File: config.mk
export PLATFORM = sky130hd
export DESIGN_NAME = ecc_encoder_pipe_flat
export DESIGN_NICKNAME = d
export VERILOG_FILES = /design/src/rtl/ecc_pkg.sv /design/src/rtl/ecc_encoder_pipe_if.sv /design/src/rtl/ecc_parity_gen.sv /design/src/rtl/ecc_encoder_pipe.sv /design/src/flat_wrapper.sv
export SDC_FILE = /design/constraint.sdc
export NUM_CORES = 1
export LEC_CHECK = 0
export BUFFER_PORTS_ARGS = -buffer_cell sky130_fd_sc_hd__buf_2
export CORE_AREA = 2 2 110 112
export CTS_CLUSTER_DIAMETER = 150
export DETAILED_ROUTE_END_ITERATION = 6
export DIE_AREA = 0 0 112 114
export GPL_TIMING_DRIVEN = 0
export PLACE_DENSITY_LB_ADDON = 0.3
export SLEW_MARGIN = 20
export SYNTH_ARGS = -nofsm -noshare
export SYNTH_HDL_FRONTEND = slang
export SYNTH_SLANG_ARGS = --single-unit
File: constraint.sdc
create_clock -name clk -period 1.78 [get_ports clk]
set_input_delay 0 -clock clk [delete_from_list [all_inputs] [get_ports clk]]
set_output_delay 0 -clock clk [all_outputs]
set_load 0.01 [all_outputs]
File: src/rtl/ecc_pkg.sv
// ecc_pkg: shared Hamming SEC layout and check-bit helpers for the encoder and the decoder.
package ecc_pkg;
  localparam int MAX_DW = 64;
  localparam int MAX_EW = 7;
  function automatic int ecc_width(input int dw);
    int p = 0;
    for (int k = 7; k >= 1; k--) if ((1 << k) >= dw + k + 1) p = k;
    return p;
  endfunction
  // Power-of-two positions are check bits; data fills the rest from position 3 up.
  function automatic int data_pos(input int idx);
    int n = 0;
    int r = 0;
    for (int p = 3; p < 128; p++) if ((p & (p - 1)) != 0) begin
      if (n == idx) r = p;
      n++;
    end
    return r;
  endfunction
  function automatic logic [MAX_DW-1:0] col_mask(input int b);
    logic [MAX_DW-1:0] m;
    int p;
    for (int k = 0; k < MAX_DW; k++) begin
      p = data_pos(k);
      m[k] = p[b];
    end
    return m;
  endfunction
  function automatic logic [MAX_EW-1:0] gen_ecc(input logic [MAX_DW-1:0] data);
    logic [MAX_EW-1:0] e;
    for (int b = 0; b < MAX_EW; b++) e[b] = ^(data & col_mask(b));
    return e;
  endfunction
endpackage

File: src/rtl/ecc_encoder_pipe_if.sv
// ecc_encoder_pipe_if: input/output stream, injection and counter signals of the encoder.
interface ecc_encoder_pipe_if #(parameter int DW = 32, parameter int EW = 6);
  logic          in_valid;
  logic          in_ready;
  logic [DW-1:0] in_data;
  logic          inj_en;
  logic [DW+EW-1:0] inj_mask;
  logic          out_valid;
  logic          out_ready;
  logic [DW-1:0] out_data;
  logic [EW-1:0] out_ecc;
  logic [15:0]   word_cnt;
  modport master(output in_valid, in_data, inj_en, inj_mask, out_ready,
                 input in_ready, out_valid, out_data, out_ecc, word_cnt);
  modport slave(input in_valid, in_data, inj_en, inj_mask, out_ready,
                output in_ready, out_valid, out_data, out_ecc, word_cnt);
endinterface

File: src/rtl/ecc_parity_gen.sv
// ecc_parity_gen: combinational even-parity check bits, one XOR tree per check bit.
module ecc_parity_gen
  import ecc_pkg::*;
#(
  parameter int DW = 32,
  parameter int EW = 6
) (
  input  logic [DW-1:0] i_data,
  output logic [EW-1:0] o_ecc
);
  for (genvar i = 0; i < EW; i++) begin : g_bit
    localparam logic [MAX_DW-1:0] M = col_mask(i);
    assign o_ecc[i] = ^(i_data & M[DW-1:0]);
  end
endmodule

File: src/rtl/ecc_encoder_pipe.sv
// ecc_encoder_pipe: two-stage Hamming SEC encoder with valid/ready stream and error injection.
module ecc_encoder_pipe
  import ecc_pkg::*;
#(
  parameter int DATA_WIDTH = 32,
  parameter int ECC_WIDTH  = 6
) (
  input logic clk,
  input logic rstb,
  ecc_encoder_pipe_if.slave bus
);
  localparam int CW = DATA_WIDTH + ECC_WIDTH;
  if (DATA_WIDTH < 4 || DATA_WIDTH > 64 || ECC_WIDTH != ecc_width(DATA_WIDTH)) begin : g_bad_cfg
    $error("ecc_encoder_pipe: illegal DATA_WIDTH/ECC_WIDTH combination");
  end
  logic                  r_s1_valid;
  logic [DATA_WIDTH-1:0] r_s1_data;
  logic [CW-1:0]         r_s1_mask;
  logic                  r_s2_valid;
  logic [DATA_WIDTH-1:0] r_s2_data;
  logic [ECC_WIDTH-1:0]  r_s2_ecc;
  logic [15:0]           r_word_cnt;
  logic [ECC_WIDTH-1:0]  w_ecc;
  logic                  w_s2_load;
  logic                  w_in_fire;
  assign w_s2_load     = !r_s2_valid || bus.out_ready;
  assign bus.in_ready  = !r_s1_valid || w_s2_load;
  assign w_in_fire     = bus.in_valid && bus.in_ready;
  assign bus.out_valid = r_s2_valid;
  assign bus.out_data  = r_s2_data;
  assign bus.out_ecc   = r_s2_ecc;
  assign bus.word_cnt  = r_word_cnt;
  ecc_parity_gen #(.DW(DATA_WIDTH), .EW(ECC_WIDTH)) u_parity (
    .i_data(r_s1_data),
    .o_ecc (w_ecc)
  );
  // The mask is gated at capture so a non-injected word carries an all-zero mask.
  always_ff @(posedge clk or negedge rstb)
    if (!rstb) begin
      r_s1_valid <= 1'b0;
      r_s1_data  <= '0;
      r_s1_mask  <= '0;
      r_s2_valid <= 1'b0;
      r_s2_data  <= '0;
      r_s2_ecc   <= '0;
      r_word_cnt <= '0;
    end else begin
      if (w_in_fire) begin
        r_s1_valid <= 1'b1;
        r_s1_data  <= bus.in_data;
        r_s1_mask  <= bus.inj_en ? bus.inj_mask : '0;
      end else if (w_s2_load) r_s1_valid <= 1'b0;
      if (w_s2_load) begin
        r_s2_valid <= r_s1_valid;
        if (r_s1_valid) begin
          r_s2_data <= r_s1_data ^ r_s1_mask[CW-1:ECC_WIDTH];
          r_s2_ecc  <= w_ecc ^ r_s1_mask[ECC_WIDTH-1:0];
        end
      end
      if (r_s2_valid && bus.out_ready) r_word_cnt <= r_word_cnt + 16'd1;
    end
endmodule

File: src/flat_wrapper.sv
// flat-port wrapper written by rule: the top's interface ports become plain ports
module ecc_encoder_pipe_flat import ecc_pkg::*;
#(
  parameter int DATA_WIDTH = 32,
  parameter int ECC_WIDTH  = 6
)
  (clk, rstb, bus_in_valid, bus_in_data, bus_inj_en, bus_inj_mask, bus_out_ready, bus_in_ready, bus_out_valid, bus_out_data, bus_out_ecc, bus_word_cnt);
  ecc_encoder_pipe_if #(.DW(32), .EW(6)) bus_i ();
  input logic clk;
  input logic rstb;
  input wire logic [$bits(bus_i.in_valid)-1:0] bus_in_valid;
  input wire logic [$bits(bus_i.in_data)-1:0] bus_in_data;
  input wire logic [$bits(bus_i.inj_en)-1:0] bus_inj_en;
  input wire logic [$bits(bus_i.inj_mask)-1:0] bus_inj_mask;
  input wire logic [$bits(bus_i.out_ready)-1:0] bus_out_ready;
  output wire logic [$bits(bus_i.in_ready)-1:0] bus_in_ready;
  output wire logic [$bits(bus_i.out_valid)-1:0] bus_out_valid;
  output wire logic [$bits(bus_i.out_data)-1:0] bus_out_data;
  output wire logic [$bits(bus_i.out_ecc)-1:0] bus_out_ecc;
  output wire logic [$bits(bus_i.word_cnt)-1:0] bus_word_cnt;
  assign bus_i.in_valid = bus_in_valid;
  assign bus_i.in_data = bus_in_data;
  assign bus_i.inj_en = bus_inj_en;
  assign bus_i.inj_mask = bus_inj_mask;
  assign bus_i.out_ready = bus_out_ready;
  assign bus_in_ready = bus_i.in_ready;
  assign bus_out_valid = bus_i.out_valid;
  assign bus_out_data = bus_i.out_data;
  assign bus_out_ecc = bus_i.out_ecc;
  assign bus_word_cnt = bus_i.word_cnt;
  ecc_encoder_pipe #(.DATA_WIDTH(DATA_WIDTH), .ECC_WIDTH(ECC_WIDTH)) u_core (.clk(clk), .rstb(rstb), .bus(bus_i));
endmodule
==> results of run 1 <==
[synth_stat cells (all sizes together)]
cell type	number	area, µm²
dfrtp	126	3150
nand3b	1	7.51
clkbuf	23	86.3
nor2	2	7.51
and4	3	26.3
mux2	35	394
and3	3	18.8
and2	1	6.26
ha	1	12.5
xnor3	7	158
nand2b	3	18.8
xor2	8	70.1
nand3	6	30.0
nor3	1	5.00
o21ai	74	370
nand2	122	458
xnor2	89	780
[flip-flops by register name (all words and copies together) (netlist names)]
| name | count |
|---|---|
| u_core.r_s1_valid | 1 |
| u_core.bus.out_ecc | 6 |
| u_core.r_s1_data | 32 |
| u_core.bus.out_data | 32 |
| u_core.r_s1_mask | 38 |
| u_core.bus.word_cnt | 16 |
| u_core.bus.out_valid | 1 |
[kinds of logic (layout without fill, tap and decap cells)]
group,Yosys count,count (layout)
xor+xnor,104,104
buf+inv,23,271
mux,35,35
compound gates,74,74
fa+ha+maj,1,1
simple gates,142,142
flops,126,126
[path summary, 6_finish.rpt]
check	endpoint	slack, ns	from
min in group asynchronous	u_core.bus.word_cnt[11]	0.13	rstb
max in group asynchronous	u_core.r_s1_data[9]	0.93	rstb
setup / recovery	u_core.bus.out_ecc[2]	-0.08	u_core.r_s1_data[23]
setup reg to reg	u_core.bus.out_ecc[2]	-0.08	u_core.r_s1_data[23]
hold reg to reg	u_core.bus.word_cnt[15]	0.47	u_core.bus.word_cnt[15]
hold / removal	u_core.r_s1_mask[15]	0.02	bus_inj_en
[power by group through the flow]
stage               Clock [mW]  Combinational, mW  Sequential (mW)
detailed placement           0               2.81             3.93
floorplan                    0               1.78             4.01
global route              4.03               3.33             3.97
global placement             0               2.71             3.91
finish                    3.87               3.03             3.90
CTS                       3.91               3.00             3.89
[layer usage]
| layer | wire [µm] | part of all wire (%) |
|---|---|---|
| met1 | 6160 | 44 |
| met5 | 0 | 0 |
| met2 | 7020 | 50 |
| met4 | 287 | 2.0 |
| met3 | 646 | 4.6 |
[worst max-delay path, cell delays in order, from the launching register on]
cell and delay (ns):
dfrtp_2 0.41, xnor3_1 0.46, xor2_1 0.19, xnor2_1 0.17, xnor3_1 0.24, mux2_2 0.27
[area by class of cell]
class | instances | area share, %
Clock buffer | 22 | 6.01
Clock inverter | 10 | 2.27
Tap cell | 147 | 2.28
Sequential cell | 126 | 39.2
Timing Repair Buffer | 217 | 19.1
Buffer | 22 | 1.17
Multi-Input combinational cell | 356 | 29.9
[timing repair]
| action | CTS | global route |
|---|---|---|
| hold buffers | 82 | 0 |
| endpoints found under the setup margin | 85 | 35 |
| hold endpoints to repair | 135 | 0 |
| pin swaps | 2 | 9 |
| setup buffers | 2 | 3 |
| resized for setup | 11 | 15 |
[through the flow]
stage	cell area, µm²	setup TNS (ns)
after floorplan	5600	0
after global placement	6430	-115.91
after detailed placement	6460	-13.06
after CTS	7990	-0.127
after global routing	8050	-0.228
final	8050	-0.0798
==> metrics, run 1 <==
status finished with violations; failing checks setup timing; commonest non-fill, non-tap cell in the layout buf_2; cell count of the worst reg-to-reg path 5; crit start category register; post-synthesis sequential area ratio 56.3%; gr ovfl total 0; Num CTS Buffers 17; Worst-path clk slew 0.06 ns; PnR worst setup slack -0.0798 ns; Area growth syn-to-layout 43.8%; Post-Synth Simple-Gate Area 10.3%; IO Port Bufs 129; DP Worst Slack -0.435 ns; largest net degree at the start of global routing 66; grt met2 use around two fifths; cell area after synthesis 5600 µm²; worst hold path class in -> reg; combinational share of power 28.0%; global-route wire length before repair 22.7 mm; Setup-failing EPs final 1; # H-tree levels 4; initial antenna violation count 0; most frequent cells in the layout buf_2, nand2_1, dfrtp_1, xnor2_1, dlygate4sd3_1; xor and xnor area share after synthesis ~18%; post-synthesis mux area share 7.04%; Worst slew margin 60.5%; vias per std cell 4.95; internal power of the cells 7.75 mW; final instance count without filler cells 900; drt wl/cell ~16 µm; Adder-Cell Fraction of Synth Area 0.223%; post-synth net total 581; max-slew violations 0; # placed instances 782; sequential power share a little over a third; met3 usage 4.41%; final hold vios 0; 1st-iter DRT viols approximately 230; clk root buf clkbuf_16; Crit Path Class reg -> reg; largest family of logic cells by synthesized area XOR/XNOR gates; ANT nets after route 0; Ant. Diodes 0; Fmax achieved 538 MHz; layout cell share with drive strength beyond 1 29.6%; Tot Pwr 10.8 mW; Synth cell types 17; Ys Warns 0; worst slew pin tran just under 0.6 ns; Min Hold Slack 0.0205 ns; die height 114 µm; CP Capture Type register; Fill cells ~870; post-DP HPWL 9.45 mm; chip width 112 µm; Top-Level Pins 131; share of total power in the clock network around 36%; overall routing resource usage 22.9%; number of global-route vias before repair 4683; CTS tree done; Critical Path AT 2.15 ns; GR peak layer met2; clk_skew 0.00685 ns; Placement Rows 40; multi-input logic area 2410 µm²; Max IR drop VDD 0.633 mV; via count 4453; Worst Path Max Fanout 4; post-synthesis compound-gate area fraction 6.61%; sw frac 28.2%; CTS Buffer Depth 2; core footprint 11700 µm²; Static Leak 3.72 nW; PD cells between 1000 and 1500 nW/µm²; Worst Path Required 2.07 ns; drt total wl 14.1 mm; Nets 816; DRC Markers 0; final core occ between 60% and 70%; Syn Area/Cell 11.1 µm²; clock latency on the worst-skew pair 0.41 ns; max-cap violation count 0; Synth Register Bits roughly 130; Reg area roughly 3200 µm²; RSZ-0062 raised after global routing true; RD Place Congestion roughly 0.81; DIE AREA between 10000 and 15000 µm²; Pre-Repair DR Iteration Count 5; Switch Pwr 3.04 mW; Worst Hold Depth 3; Gate Count Post-Synth ~510; period utilisation layout 104%; global routing usage on met1 28.9%; Initial Util between 40% and 50%; Clock Sink Count 126; shortest period the worst path allows 1.86 ns
Note: power is estimated with default switching activity, not from simulation.
==> run 2: changes to the inputs <==
--- a/config.mk
+++ b/config.mk
@@ -12,6 +12,7 @@
 export DIE_AREA = 0 0 112 114
 export GPL_TIMING_DRIVEN = 0
 export PLACE_DENSITY_LB_ADDON = 0.3
+export RECOVER_POWER = 50
 export SLEW_MARGIN = 20
 export SYNTH_ARGS = -nofsm -noshare
 export SYNTH_HDL_FRONTEND = slang
==> metrics, run 2 (synthesis results as in run 1) <==
Placement Rows 40 (unchanged); Initial Util 47.8% (unchanged); Worst Path Required 2.07 ns (about the same); PD cells 1340 nW/µm² (about the same); Nets 816 (unchanged); Max IR drop VDD 0.622 mV (was 0.633 mV); Worst Path Max Fanout 4 (unchanged); DRC Markers 0 (unchanged); Static Leak 3.60 nW (was 3.72 nW); RSZ-0062 raised after global routing true (unchanged); Clock Sink Count 126 (unchanged); Fill cells 901 (was 873); number of global-route vias before repair 4683 (unchanged); gr ovfl total 0 (unchanged); Crit Path Class reg -> reg (unchanged); layout cell share with drive strength beyond 1 24.7% (was 29.6%); die height 114 µm (unchanged); Largest register FFs 38 (unchanged); drt total wl 14.1 mm (about the same); core footprint 11700 µm² (unchanged); Setup-failing EPs final 1 (unchanged); Worst slew margin -0.642% (was 60.5%); period utilisation layout 104% (about the same); Pre-Repair DR Iteration Count 5 (unchanged); # H-tree levels 4 (unchanged); failing checks capacitance limit, slew limit, setup timing (was setup timing); most frequent cells in the layout nand2_1, dfrtp_1, buf_2, xnor2_1, dlygate4sd3_1 (was buf_2, nand2_1, dfrtp_1, xnor2_1, dlygate4sd3_1); initial antenna violation count 0 (unchanged); max-slew violations 62 (was 0); DIE AREA 12800 µm² (unchanged); crit start category register (unchanged); status finished with violations (unchanged); Top reg by flops u_core.r_s1_mask (unchanged); Fmax achieved 539 MHz (was 538 MHz); 1st-iter DRT viols 233 (unchanged); worst slew pin tran 1.51 ns (was 0.593 ns); chip width 112 µm (unchanged); via count 4426 (was 4453); Top-Level Pins 131 (unchanged); shortest period the worst path allows 1.86 ns (about the same); largest net degree at the start of global routing 66 (unchanged); IO Port Bufs 129 (unchanged); PnR worst setup slack -0.0768 ns (was -0.0798 ns); max-cap violation count 1 (was 0); Area growth syn-to-layout 42.7% (was 43.8%); worst hold path class in -> reg (unchanged); clk_skew 0.00784 ns (was 0.00685 ns); Tot Pwr 10.7 mW (was 10.8 mW); post-DP HPWL 9.45 mm (unchanged); CTS tree done (unchanged); CP Capture Type register (unchanged); vias per std cell 4.92 (was 4.95); drt wl/cell 15.7 µm (about the same); RD Place Congestion 0.805 (unchanged); Worst-path clk slew 0.06 ns (about the same); global-route wire length before repair 22.7 mm (unchanged); overall routing resource usage 22.9% (unchanged); Ant. Diodes 0 (unchanged); ANT nets after route 0 (unchanged); final hold vios 0 (unchanged); FF-to-FF Start u_core.r_s1_data[23] (unchanged); clk root buf clkbuf_16 (unchanged); setup TNS -0.0768 ns (was -0.0798 ns); Critical Path AT 2.14 ns (was 2.15 ns); clock latency on the worst-skew pair 0.41 ns (about the same); Num CTS Buffers 17 (unchanged); Worst Setup SP u_core.r_s1_data[23] (unchanged); Hold Crit Start bus_inj_en (unchanged); CTS Buffer Depth 2 (unchanged)
[run 2: cell count changes in the layout (fill, tap and decap cells not counted), sizes merged]
cell / before / now
buf: 136 / 98
clkbuf: 43 / 81
[run 2: metrics by stage]
| step | setup slack, ns | hold WS, ns | util (%) | instance area [µm²] | std cells |
|---|---|---|---|---|---|
| 2_1_floorplan | 0.0433 | -0.296 | - | 5600 | 505 |
| 3_3_place_gp | -0.845 | 0.217 | 54.9 | 6430 | 781 |
| 3_5_place_dp | -0.435 | 0.0128 | 55.2 | 6460 | 782 |
| 4_1_cts | -0.127 | 0.00561 | 68.2 | 7990 | 897 |
| 5_1_grt | -0.175 | 0.0398 | 68.3 | 7990 | 900 |
| 6_report | -0.0768 | 0.0172 | 68.3 | 7990 | 900 |
[run 2: worst max-delay path: stages (launching register included)]
cell and delay, ns:
dfrtp_2 0.41, xnor3_1 0.46, xor2_1 0.19, xnor2_1 0.17
xnor3_1 0.24, mux2_2 0.27
[run 2: final cells by class]
type                            instances  area, µm²  area share [%]
Tap cell                              147        184            2.30
Sequential cell                       126       3160            39.5
Multi-Input combinational cell        356       2410            30.2
Clock buffer                           22        484            6.06
Buffer                                 22       93.8            1.17
Timing Repair Buffer                  217       1480            18.5
Clock inverter                         10        183            2.29
[run 2: power breakdown]
| part | total, mW | internal, mW | switching, mW |
|---|---|---|---|
| clock | 3.87 | 2.63 | 1.24 |
| combinational | 2.96 | 1.62 | 1.33 |
| sequential | 3.90 | 3.42 | 0.482 |
[run 2: layer usage]
| layer | global-route usage [%] | vias up | wire length (µm) |
|---|---|---|---|
| li1 | - | 2133 | - |
| met1 | 28.9 | 2146 | 6210 |
| met2 | 39.2 | 119 | 7070 |
| met3 | 4.41 | 28 | 568 |
| met4 | 9.67 | 0 | 298 |
| met5 | 0 | - | 0 |
[run 2: worst paths after layout]
| path | end | slack [ns] | depth (start not counted) |
|---|---|---|---|
| max in group asynchronous | u_core.r_s1_data[9] | 0.26 | 3 |
| min in group asynchronous | u_core.bus.word_cnt[11] | 0.49 | 2 |
| max reg2reg | u_core.bus.out_ecc[2] | -0.08 | 5 |
| min reg2reg | u_core.bus.word_cnt[15] | 0.47 | 1 |
| min | u_core.r_s1_mask[15] | 0.02 | 3 |
| max | u_core.bus.out_ecc[2] | -0.08 | 5 |
[run 2: repair_timing]
item                                    CTS  global route
pin swaps                                 2             9
resized for setup                        11            15
buffers inserted                          2             3
endpoints found under the setup margin   85            35
hold endpoints to repair                135             0
hold buffers                             82             0
